===== src/rtl/seq_det_moore_param.sv =====
// Parametrised Moore serial sequence detector with runtime overlap mode,
// sample enable and a saturating, synchronously clearable match counter.
module seq_det_moore_param #(
  parameter int             N       = 4,
  parameter logic [N-1:0]   PATTERN = 4'b1011,
  parameter int             CNT_W   = 8
) (
  input  logic             clk,
  input  logic             res,
  input  logic             en,
  input  logic             a,
  input  logic             ovl,
  input  logic             clr,
  output logic             y,
  output logic [CNT_W-1:0] cnt
);

  localparam int SW = $clog2(N + 1);

  // Longest pattern prefix that is a suffix of (first k pattern bits, then b).
  // Pattern bit i (i = 0 is sent first) lives at PATTERN[N-1-i].
  function automatic int kmp_next(input int k, input logic b);
    int   best;
    logic ok;
    best = 0;
    for (int j = 1; j <= k + 1; j++) begin
      ok = (PATTERN[N - j] == b);
      for (int i = 0; i < j - 1; i++) begin
        ok = ok & (PATTERN[N - 1 - i] == PATTERN[N - k + j - 2 - i]);
      end
      best = ok ? j : best;
    end
    return best;
  endfunction

  function automatic int border_len();
    int   best;
    logic ok;
    best = 0;
    for (int j = 1; j < N; j++) begin
      ok = 1'b1;
      for (int i = 0; i < j; i++) begin
        ok = ok & (PATTERN[N - 1 - i] == PATTERN[j - 1 - i]);
      end
      best = ok ? j : best;
    end
    return best;
  endfunction

  function automatic logic [N*SW-1:0] build_tab(input logic b);
    logic [N*SW-1:0] t;
    t = '0;
    for (int k = 0; k < N; k++) begin
      t[k*SW +: SW] = SW'(kmp_next(k, b));
    end
    return t;
  endfunction

  localparam logic [N*SW-1:0] TAB0      = build_tab(1'b0);
  localparam logic [N*SW-1:0] TAB1      = build_tab(1'b1);
  localparam int              BORDER    = border_len();
  localparam logic [SW-1:0]   ST_FULL   = SW'(N);
  localparam logic [SW-1:0]   ST_BORDER = SW'(BORDER);

  logic [SW-1:0]    st_q, st_d;
  logic             y_q, y_d;
  logic [CNT_W-1:0] cnt_q, cnt_d;
  logic [SW-1:0]    sel_k, nxt_k;
  logic             hit;

  // Next-state, match decode and counter update.
  always_comb begin
    sel_k = st_q;
    nxt_k = '0;
    st_d  = st_q;
    cnt_d = cnt_q;
    // Leaving the full-match state restarts from the border or from scratch.
    if (st_q == ST_FULL) begin
      if (ovl) sel_k = ST_BORDER;
      else     sel_k = '0;
    end else begin
      sel_k = st_q;
    end
    for (int k = 0; k < N; k++) begin
      nxt_k = nxt_k | ((sel_k == SW'(k)) ? (a ? TAB1[k*SW +: SW] : TAB0[k*SW +: SW]) : '0);
    end
    if (en) st_d = nxt_k;
    else    st_d = st_q;
    hit = en && (nxt_k == ST_FULL);
    if (clr)                             cnt_d = '0;
    else if (hit && (cnt_q != '1))       cnt_d = cnt_q + CNT_W'(1);
    else                                 cnt_d = cnt_q;
    y_d = (st_d == ST_FULL);
  end

  // State, output and counter registers.
  always_ff @(posedge clk or negedge res) begin
    if (!res) begin
      st_q  <= '0;
      y_q   <= 1'b0;
      cnt_q <= '0;
    end else begin
      st_q  <= st_d;
      y_q   <= y_d;
      cnt_q <= cnt_d;
    end
  end

  assign y   = y_q;
  assign cnt = cnt_q;

endmodule

===== config.mk =====
export PLATFORM = sky130hd
export DESIGN_NAME = seq_det_moore_param
export DESIGN_NICKNAME = d
export VERILOG_FILES = /design/src/rtl/seq_det_moore_param.sv
export SDC_FILE = /design/constraint.sdc
export NUM_CORES = 1
export LEC_CHECK = 0
export CORE_AREA = 2 2 39 41
export DETAILED_ROUTE_END_ITERATION = 10
export DIE_AREA = 0 0 41 43
export GPL_TIMING_DRIVEN = 1
export PLACE_DENSITY = 0.77
export SYNTH_ARGS = -nofsm -noshare
export SYNTH_HDL_FRONTEND = slang
export SYNTH_SLANG_ARGS = --single-unit

===== constraint.sdc =====
create_clock -name clk -period 6.2 [get_ports clk]
set_clock_uncertainty 0.2 [all_clocks]
set_input_delay 1.24 -clock clk [delete_from_list [all_inputs] [get_ports clk]]
set_output_delay 1.24 -clock clk [all_outputs]
set_load 0.01 [all_outputs]

Word level (Yosys, flattened, before mapping)
Cells that the tools add are included.
- flip-flop bits (word level): 12
- output and inout bits: 9
- logic and storage cells: 31
- bits of input ports: 6
- add/subtract/negate cells: 1
- mux-type cells: 13
- reductions and logical operators: 4
- equal/unequal tests: 7
- bitwise logic cells: 3
- operators by type and width (cell ; count):
    2-to-1 mux 8 bit ; 2
    2-to-1 mux 3 bit ; 4
    equality test 3 bit, second input constant ; 3
    adder 8 x 1 -> 8 bit, second input constant ; 1
    2-to-1 mux 2 bit ; 4
    inequality test 8 bit, second input constant ; 1
    equality test 3 x 2 -> 1 bit, second input constant ; 2
    equality test 3 x 1 -> 1 bit, second input constant ; 1
    zero test 3 bit ; 1
    2-to-1 mux 1 bit ; 3
    bitwise OR 2 x 3 -> 3 bit ; 1
    logical AND 1 bit ; 2
    bitwise OR 1 x 2 -> 2 bit ; 1
    bitwise OR 2 bit ; 1
    nonzero test 2 bit ; 1

Longest topological paths before layout
- depth after elaboration: 12
- gate-level depth with buffers: 5
- mapped depth without buffers: 5

Worst setup path after synthesis
OpenSTA, ideal clock, no wires.
- path type: in2reg
- start point: input en
- end point: register cnt_q[6], in the netlist cnt[6]
- stages on the path: 4
- required time: 5.922 ns
- arrival time: 2.237 ns
- setup time: 0.078 ns
- buffers on the path: 0
- path slack: 3.686 ns
- cell sequence: nand2_1 -> a2111o_1 -> or4_1 -> a21oi_1
- cells in the longest elaborated chain, start to end: 3
- ends and longest elaborated chain (element ; RTL line ; source):
    start: declaration ; 10 ; input logic en,
    logical AND 1 bit ; 89 ; hit = en && (nxt_k == ST_FULL);
    logical AND 1 bit ; 91 ; else if (hit && (cnt_q != '1)) cnt_d = cnt_q + CNT_W'(1);
    nonzero test 2 bit (no source line) ; n/a ;
    end signal: assignment ; 105 ; cnt_q <= cnt_d;
    end: declaration ; 67 ; logic [CNT_W-1:0] cnt_q, cnt_d;
No other way between the ends.
A chain may end at the register's enable or synchronous reset.

Worst setup path after layout
- start point: input en
- end point: register cnt_q[5], in the netlist cnt[5]
Same word-level chain as after synthesis.

==> flow_summary.json <==
{
  "outcome": "finished clean",
  "cts_tree": "done",
  "critical_path_required_ns": 6.18,
  "grt_remaining_overflow": 0,
  "netlist.area_leader.share_pct": 47.3,
  "timing_max_transition_violations_final": 0,
  "io_pins": 15,
  "cts-root-buf": "clkbuf_4",
  "synthCells": 65,
  "critPathSlowestCell": "clkdlybuf4s50_1",
  "dr.pass1.iters": 4,
  "first_iter_violations": 10,
  "globalRouteTotalUtil_pct": 17.4,
  "min_cycle_time_layout_ns": 2.95,
  "drive_above_1_share_pct": 4.94,
  "cts-hold-fix-buffers": 0,
  "dp_hpwl_um": 931,
  "ctsHtreeMaxLevel": 1,
  "cts_inserted_buffers": 3,
  "final-seq-area_um2": 300,
  "asr_flop_ratio_synth_pct": 100,
  "worst-setup-path-type": "input port to flop",
  "cp-start-kind": "input port",
  "drt_wl_total_um": 1270,
  "fin_tns_setup_ns": 0,
  "drt_drc_violations_left": 0,
  "floorplan.core_area_um2": 1380,
  "antenna_cells": 0,
  "chipHeight_um": 43,
  "sequential_share_of_the_synthesized_area_pct": 47.3,
  "final_nets": 89,
  "hold_viol_final": 0,
  "timing.final.crit_share_pct": 47.7,
  "drt-vias-per-instance": 5.71,
  "die_x_um": 41,
  "fp.dieArea_um2": 1760,
  "most_frequent_cell_after_synthesis": "dfrtp_1",
  "grt_start_max_net_pins": 13,
  "multi_input_gate_area_in_the_final_layout_um2": 304,
  "crit_path_max_fanout": 7,
  "numPortBuffers": 14,
  "ant_nets": 0,
  "fin_hold_ws_ns": 0.345,
  "synth_top_cells_by_area": "dfrtp_1, xnor2_1, nand3_1",
  "max-slew-margin-rel_pct": 59.6,
  "number_of_antenna_violations_at_the_first_check_in_global_routing": 0,
  "first_pass_grt_wire_length_um": 2120,
  "clk-insertion-delay-late_ns": 0.27,
  "min_path_type": "flop to flop",
  "synth-main-ff-cell": "dfrtp_1",
  "summed_instance_area_of_the_synthesized_netlist_um2": 634,
  "cap_viol_max_count": 0,
  "setup-violations-final": 0,
  "routed_wire_length_per_instance_um": 13.1,
  "cts-root-to-sink-buffers": 2,
  "cts.repair_timing.setup_buffer_count": 0,
  "fillers": 121,
  "tightest_slew_ns": 0.602,
  "start_util_pct": 45.8,
  "pwr_density_cell_nw_per_um2": 224,
  "num_rows": 14,
  "critical_path.endpoint_type": "flop",
  "ys_warn_count": 0,
  "timing.reg2reg.setup_slack_ns": 4.05,
  "yosys_register_bits": 12,
  "netlist-cell-type-count": 28,
  "synth_area_per_cell_um2": 9.76,
  "worst_setup_hold_path_clk_slew_ns": 0.08,
  "synth_area_leader_cell": "dfrtp_1",
  "cp.arrival_ns": 2.94,
  "cts_resized": 0,
  "place_congestion": 0.764,
  "clock.fmax_ghz": 0.338,
  "synthesis.nets": 72,
  "leakagePower_uw": 0.000322,
  "grt_pass1_vias": 471,
  "number_of_flops_mapped_to_enable_cells_by_yosys": 0,
  "synth.top_cells.by_count": "dfrtp_1, nor2_1, nand3_1",
  "irDropWorstVdd_uv": 135,
  "cpPeakStageDelay_ns": 0.57,
  "cts.sinks": 12,
  "timing.critical_path.cells": "clkdlybuf4s50_1, nand2_1, nor3_1, a31oi_1, a311oi_1",
  "rsz0062_at_grt": "no",
  "area_growth_synth_to_finish_pct": 28.6,
  "detailroute.via_count": 554
}
## metal layers
metal | share of wire (%) | up-vias | wire length [um] | GRT usage [%]
li1 | - | 278 | - | -
met2 | 44 | 9 | 559 | 22.5
met4 | 1.0 | 0 | 13 | 6.00
met3 | 3.2 | 2 | 41 | 3.14
met1 | 52 | 265 | 658 | 28.2
met5 | 0 | - | 0 | 0
## path summary, 6_finish.rpt
check | startpoint | endpoint | depth (start not counted)
max in group asynchronous | res | st_q[2] | 1
hold / removal | st_q[0] | y | 1
min in group asynchronous | res | cnt[6] | 1
setup / recovery | en | cnt[5] | 5
setup reg to reg | cnt[0] | cnt[6] | 5
hold reg to reg | st_q[0] | y | 1
## worst max-delay path: cells and delay by family
kind,cells,cell delay (ns)
and+or+nand+nor,2,0.70
AOI/OAI and AO/OA,2,0.42
buffers and inverters,1,0.57
## cell type report
cell class | count | share of cell area, %
Clock buffer | 4 | 4.45
Inverter | 4 | 1.84
Multi-Input combinational cell | 47 | 37.3
Sequential cell | 12 | 36.8
Tap cell | 16 | 2.45
Timing Repair Buffer | 14 | 17.2
## through the flow
| stage | setup WS, ns | instances | cell area [um^2] | utilization, % | total power [uW] |
|---|---|---|---|---|---|
| 5_1_grt | 3.09 | 97 | 816 | 59.0 | 195 |
| 3_3_place_gp | 3.02 | 93 | 779 | 56.3 | 120 |
| 3_5_place_dp | 2.96 | 93 | 779 | 56.3 | 122 |
| 4_1_cts | 3.25 | 97 | 816 | 59.0 | 185 |
| 2_1_floorplan | 3.69 | 65 | 634 | - | 109 |
| 6_report | 3.25 | 97 | 816 | 59.0 | 183 |
## power by group
group | internal, uW | switching, uW | total, uW
clock | 35.7 | 27.2 | 62.9
combinational | 12.3 | 14.5 | 26.8
sequential | 84.8 | 8.58 | 93.4
total | 133 | 50.3 | 183
## layout by cell type, fill, tap and decap left out, types with 2 or more instances in the layout
master            n
o31ai_1           2
a21oi_1           3
nand4_1           2
nor2_1            6
inv_1             4
nand2_1           4
mux2i_1           2
clkbuf_4          3
nand2b_1          2
xnor2_1           3
clkdlybuf4s50_1  14
o21ai_0           4
dfrtp_1          12
nand3_1           5
## registers in the layout, summed over array words and instances (netlist names)
name,cells
y,1
cnt,8
st_q,3
## cells by family after synthesis
family	share of synthesized area (%)
adders and majority gates	1.97
AOI/OAI and AO/OA	17.8
and+or+nand+nor	20.9
DFF	47.3
xor gates and xnor gates	4.14
buffers and inverters	4.73
muxes	3.16
No activity file was read; power rests on OpenSTA's default activity.
